File: src/rtl/pipe_ctrl_pkg.sv
// rtl/pipe_ctrl_pkg.sv - shared constants, stall vectors and FSM encodings for pipe_ctrl
package pipe_ctrl_pkg;

    localparam logic RstEnable = 1'b1;

    localparam logic [5:0] StallNone  = 6'b000000;
    localparam logic [5:0] StallId    = 6'b000111;
    localparam logic [5:0] StallEx    = 6'b001111;
    localparam logic [5:0] StallDrain = 6'b000011;

    localparam logic [31:0] WdogVectorDefault = 32'hBFC0_0380;

    typedef enum logic [1:0] {
        CtrlRun   = 2'd0,
        CtrlFlush = 2'd1,
        CtrlDrain = 2'd2
    } ctrl_state_e;

    // Execute holds take precedence since they freeze one more stage than decode holds.
    function automatic logic [5:0] stall_sel(input logic id_req, input logic ex_req);
        if (ex_req)      return StallEx;
        else if (id_req) return StallId;
        else             return StallNone;
    endfunction

endpackage

File: src/rtl/pipe_wdog.sv
// rtl/pipe_wdog.sv - watchdog counting consecutive execute-stage hold cycles
module pipe_wdog
    import pipe_ctrl_pkg::*;
#(
    parameter int unsigned LIMIT = 64
) (
    input  logic clk,
    input  logic rst,
    input  logic en,
    input  logic req,
    output logic fire
);

    localparam logic [15:0] LastCount = 16'(LIMIT - 1);

    logic [15:0] cnt_q, cnt_d;

    assign fire = en && req && (cnt_q == LastCount);

    // Disabling doubles as clear, so the count sits at zero outside RUN.
    always_comb begin
        cnt_d = cnt_q;
        if (!en || !req || fire) cnt_d = '0;
        else                     cnt_d = cnt_q + 16'd1;
    end

    always_ff @(posedge clk) begin
        if (rst == RstEnable) cnt_q <= '0;
        else                  cnt_q <= cnt_d;
    end

endmodule

File: src/rtl/pipe_ctrl.sv
// rtl/pipe_ctrl.sv - pipeline stall/flush sequencer; stall-cycle counter under PIPE_CTRL_PERF_CNT_EN
module pipe_ctrl
    import pipe_ctrl_pkg::*;
#(
    parameter int unsigned WDOG_LIMIT   = 64,
    parameter logic [31:0] WDOG_VECTOR  = WdogVectorDefault,
    parameter int unsigned DRAIN_CYCLES = 2
) (
    input  logic        clk,
    input  logic        rst,
    input  logic        stallreq_from_id,
    input  logic        stallreq_from_ex,
    input  logic        excp_valid_i,
    input  logic [31:0] excp_pc_i,
    output logic [5:0]  stall_o,
    output logic        flush_o,
    output logic [31:0] new_pc_o,
    output logic        wdog_o,
    output logic [31:0] stall_cycles_o
);

    localparam logic [3:0] DrainLoad = (DRAIN_CYCLES > 0) ? 4'(DRAIN_CYCLES - 1) : 4'd0;

    ctrl_state_e state_q, state_d;
    logic [3:0]  drain_q, drain_d;
    logic [31:0] new_pc_q, new_pc_d;
    logic        wdog_q, wdog_d;
    logic        wdog_en, wdog_fire;

    // A same-cycle exception suppresses the watchdog and clears its count.
    assign wdog_en = (state_q == CtrlRun) && !excp_valid_i;

    pipe_wdog #(.LIMIT(WDOG_LIMIT)) u_wdog (
        .clk  (clk),
        .rst  (rst),
        .en   (wdog_en),
        .req  (stallreq_from_ex),
        .fire (wdog_fire)
    );

    always_comb begin
        state_d  = state_q;
        drain_d  = drain_q;
        new_pc_d = new_pc_q;
        wdog_d   = 1'b0;
        stall_o  = StallNone;
        flush_o  = 1'b0;
        case (state_q)
            CtrlRun: begin
                stall_o = stall_sel(stallreq_from_id, stallreq_from_ex);
                if (excp_valid_i) begin
                    state_d  = CtrlFlush;
                    new_pc_d = excp_pc_i;
                end else if (wdog_fire) begin
                    state_d  = CtrlFlush;
                    new_pc_d = WDOG_VECTOR;
                    wdog_d   = 1'b1;
                end
            end
            CtrlFlush: begin
                flush_o = 1'b1;
                if (DRAIN_CYCLES > 0) begin
                    state_d = CtrlDrain;
                    drain_d = DrainLoad;
                end else begin
                    state_d = CtrlRun;
                end
            end
            CtrlDrain: begin
                stall_o = StallDrain;
                if (excp_valid_i) begin
                    state_d  = CtrlFlush;
                    new_pc_d = excp_pc_i;
                end else if (drain_q == 4'd0) begin
                    state_d = CtrlRun;
                end else begin
                    drain_d = drain_q - 4'd1;
                end
            end
            default: state_d = CtrlRun;
        endcase
    end

    always_ff @(posedge clk) begin
        if (rst == RstEnable) begin
            state_q  <= CtrlRun;
            drain_q  <= '0;
            new_pc_q <= '0;
            wdog_q   <= 1'b0;
        end else begin
            state_q  <= state_d;
            drain_q  <= drain_d;
            new_pc_q <= new_pc_d;
            wdog_q   <= wdog_d;
        end
    end

    assign new_pc_o = new_pc_q;
    assign wdog_o   = wdog_q;

`ifdef PIPE_CTRL_PERF_CNT_EN
    logic [31:0] stall_cycles_q;

    always_ff @(posedge clk) begin
        if (rst == RstEnable)
            stall_cycles_q <= '0;
        else if ((stall_o != StallNone) && (stall_cycles_q != 32'hFFFF_FFFF))
            stall_cycles_q <= stall_cycles_q + 32'd1;
    end

    assign stall_cycles_o = stall_cycles_q;
`else
    assign stall_cycles_o = 32'h0;
`endif

endmodule

File: config.mk
export PLATFORM = sky130hd
export DESIGN_NAME = pipe_ctrl
export DESIGN_NICKNAME = d
export VERILOG_FILES = /design/src/rtl/pipe_ctrl_pkg.sv /design/src/rtl/pipe_wdog.sv /design/src/rtl/pipe_ctrl.sv
export SDC_FILE = /design/constraint.sdc
export NUM_CORES = 1
export LEC_CHECK = 0
export ABC_AREA = 0
export BUFFER_PORTS_ARGS = -buffer_cell sky130_fd_sc_hd__buf_4
export CORE_ASPECT_RATIO = 0.5
export CORE_MARGIN = 2
export CORE_UTILIZATION = 43
export CTS_BUF_LIST = sky130_fd_sc_hd__clkbuf_16
export DETAILED_ROUTE_END_ITERATION = 10
export PLACE_DENSITY = 0.72
export SKIP_CTS_REPAIR_TIMING = 1
export SLEW_MARGIN = 25
export SYNTH_ARGS = -nofsm -noshare
export SYNTH_HDL_FRONTEND = slang
export SYNTH_SLANG_ARGS = --single-unit
File: constraint.sdc
create_clock -name clk -period 5 [get_ports clk]
set_input_delay 0.25 -clock clk [delete_from_list [all_inputs] [get_ports clk]]
set_output_delay 0.25 -clock clk [all_outputs]
set_load 0.01 [all_outputs]
==> flow_summary_export.csv <==
group,metric,value,unit
status,status,"finished clean",
global_routing,antenna_found_initial,0,
synth,post-synth-top-count-cell,"dfxtp_1",
drt,drtIter0Drc,88,
clock_tree,clk_pin_slew_worst_paths,0.07,ns
global_routing,grt_pass1_wl,8873,um
critical_path,critPathRequiredTime,5.23,ns
critical_path,path_max_fanout,25,
floorplan,core_area,6081,sq um
cells_and_area,drive_gt1_share,28.61,%
pwr,max-vdd-ir-drop,0.0001599,V
critical_path,r2r_cells,5,
cells_and_area,n_antenna_cell,0,
synth,ys_warn_count,0,
critical_path,crit_type,"reg -> reg",
clock_tree,cts_buffers,5,
drt,drcViolationCount,0,
floorplan,die-area,6983,sq um
clock_tree,htreeDepth,2,
floorplan,die_h,60.10,um
synth,synth_cell_type_count,40,
clock_tree,cts_num_sinks,55,
global_routing,grt_max_degree,41,
global_routing,grt.overflow.total,0,
global_routing,grt_pass1_vias,1996,
critical_path,cp.depth,5,
synth,syn_inst,304,
timing,whs,0.1727,ns
job,max_cap_violations,0,
critical_path,rr_startpoint,"u_wdog.cnt_q[0]",
clock_tree,cts_tree,"done",
critical_path,cpLargestDelayFamily,"simple AND/OR/NAND/NOR gates",
synth,synth-seq-cells,55,
critical_path,ff2ff_setup_slack,2.94,ns
critical_path,end_kind,"flip-flop",
clock_tree,clockBufferDepth,2,
critical_path,startpoint_type,"flip-flop",
floorplan,die_w,116.2,um
placed_design,hpwlAfterDp,3926,um
clock_tree,clk_latency,0.29,ns
floorplan,start_util,44.51,%
worst_hold_path,worstHoldPathType,"in -> reg",
drt,avgRoutedWirePerCell,11.94,um
critical_path,crit_start,"u_wdog.cnt_q[0]",
timing,min_period,2.058,ns
synth,yosys.area.top_type,"dfxtp_1",
timing,worst_pin_slew,0.7084,ns
pwr,leakage,0.001402,uW
synth,synth_ff_type,"dfxtp_1",
timing,hold_viol,0,
drt,firstDrtPassIters,4,
global_routing,grtUsageTotal,16.16,%
pwr,power_density,285.8,nW/um^2
pwr,power,941.3,uW
worst_hold_path,hold_depth,2,
timing,max_freq,0.4858,GHz
critical_path,crit_arrival,2.29,ns
critical_path,slowest_stage,"nand4_4",
synth,synth_edf_count,0,
cells_and_area,area_growth,21.68,%
clock_tree,cts_root_buf,"clkbuf_16",
synth,synth_commonest_cells,"55 x dfxtp_1, 42 x nor2_1, 36 x buf_4, 27 x nand2_1, 23 x a21oi_1",
timing,maxSlewHeadroom,52.68,%
placed_design,port_buffers,74,
cells_and_area,nFillCells,561,
synth,syn-cell-area,2706,sq um
timing,maxSlewViolCount,0,
timing,skew,0.007609,ns
timing,grt_setup_unrepaired,"no",
timing,post-route-period-util,41.17,%
placed_design,placed_cells,446,
synth,yosysSeqAreaShare,40.68,%
cells_and_area,nets,406,
cells_and_area,final_cells,455,
worst_hold_path,hp-start,"excp_valid_i",
timing,fin_setup_tns,0,ns
critical_path,crit_buf_inv,0,
drt,routed_wl,5434,um
drt,via_per_inst,4.780,
drt,vias,2175,
synth,synthTopCellsByArea,"dfxtp_1 41%, buf_4 10%, nor2_1 5.8%",
floorplan,num_rows,20,
placed_design,place_congestion,0.8031,
synth,netlist.area_leader.share,40.68,%
synth,synthArstFlopShare,0,%
synth,syn_avg_cell_area,8.902,sq um
critical_path,cp_slowest_stage_delay,0.44,ns
floorplan,num_io_pins,109,
drt,antenna_left,0,
critical_path,crit_chain,"ha_1 > and4_1 > nand4_4 > nor2_4 > o31a_1",
timing,finalSetupViolCount,0,
[worst register-to-register path, cell delays in order, from the launching register on]
cell	delay [ns]
dfxtp_1	0.37
ha_1	0.22
and4_1	0.36
nand4_4	0.44
nor2_4	0.45
o31a_1	0.18
[cells in the final DEF, fill, tap and decap left out, types with 2 or more instances in the layout]
| cell | Yosys | routed |
|---|---|---|
| a21oi_1 | 23 | 23 |
| and3_1 | 2 | 2 |
| and4_1 | 3 | 3 |
| buf_4 | 36 | 75 |
| clkbuf_16 | 0 | 5 |
| clkinv_2 | 0 | 3 |
| conb_1 | 1 | 34 |
| dfxtp_1 | 55 | 55 |
| ha_1 | 3 | 3 |
| inv_1 | 5 | 5 |
| nand2_1 | 27 | 27 |
| nand2b_1 | 3 | 3 |
| nand3_1 | 7 | 7 |
| nand4_1 | 4 | 4 |
| nor2_1 | 42 | 42 |
| nor3_1 | 7 | 7 |
| nor4_1 | 2 | 2 |
| nor4_4 | 2 | 2 |
| o211ai_1 | 11 | 11 |
| o211ai_2 | 9 | 9 |
| o31a_1 | 12 | 12 |
| xnor2_1 | 6 | 6 |
| xor2_1 | 9 | 9 |
[power breakdown]
part	switching (uW)	internal [uW]	total, uW	leakage, uW
registers	13.0	457	470	0.000450
logic	72.4	65.5	138	0.000878
clock network	150	183	333	0.0000733
[path summary, 6_finish.rpt]
check	end
setup / recovery	new_pc_o[27]
hold / removal	wdog_o
setup reg to reg	new_pc_o[27]
hold reg to reg	u_wdog.cnt_q[0]
[final cells by class]
class / instances / area (sq um) / area share, %
clock inverters: 3 / 15.01 / 0.4559
repair buffers: 76 / 578.1 / 17.55
well taps: 88 / 110.1 / 3.343
clock buffers: 5 / 125.1 / 3.799
flip-flops and latches: 55 / 1101 / 33.43
multi-input cells: 223 / 1345 / 40.84
inverters: 5 / 18.77 / 0.5699
[stage by stage]
| step | cell area [sq um] | utilization (%) | setup slack [ns] |
|---|---|---|---|
| final | 3293 | 54.16 | 2.942 |
| after global routing | 3293 | 54.16 | 2.752 |
| after CTS | 3278 | 53.91 | 2.934 |
| after detailed placement | 3138 | 51.60 | 2.952 |
| after global placement | 3133 | 51.52 | 3.065 |
| after floorplan | 2830 | - | 3.439 |
[flip-flops by register name (all words and copies together), names as in the netlist]
signal / flops
drain_q: 4
new_pc_o: 32
state_q: 2
u_wdog.cnt_q: 16
wdog_o: 1
[kinds of logic (layout without fill, tap and decap cells)]
logic type	Yosys count	in the layout	synth area share, %
simple gates	112	112	21.87
buf+inv	59	89	14.47
compound gates	58	58	16.23
flops	55	55	40.68
xor+xnor	15	15	4.855
fa+ha+maj	3	3	1.387
other cells	1	34	0.1386
mux	1	1	0.3699
[metal layers]
layer / share of wire, % / up-vias / wire [um] / track usage (%)
met4: 0.53 / 0 / 29 / 5.442
met2: 52 / 67 / 2823 / 29.99
met5: 0 / - / 0 / 0
met3: 4.6 / 3 / 250 / 4.462
met1: 43 / 1010 / 2331 / 18.29
li1: - / 1095 / - / -
(Power assumes the default switching activity.)
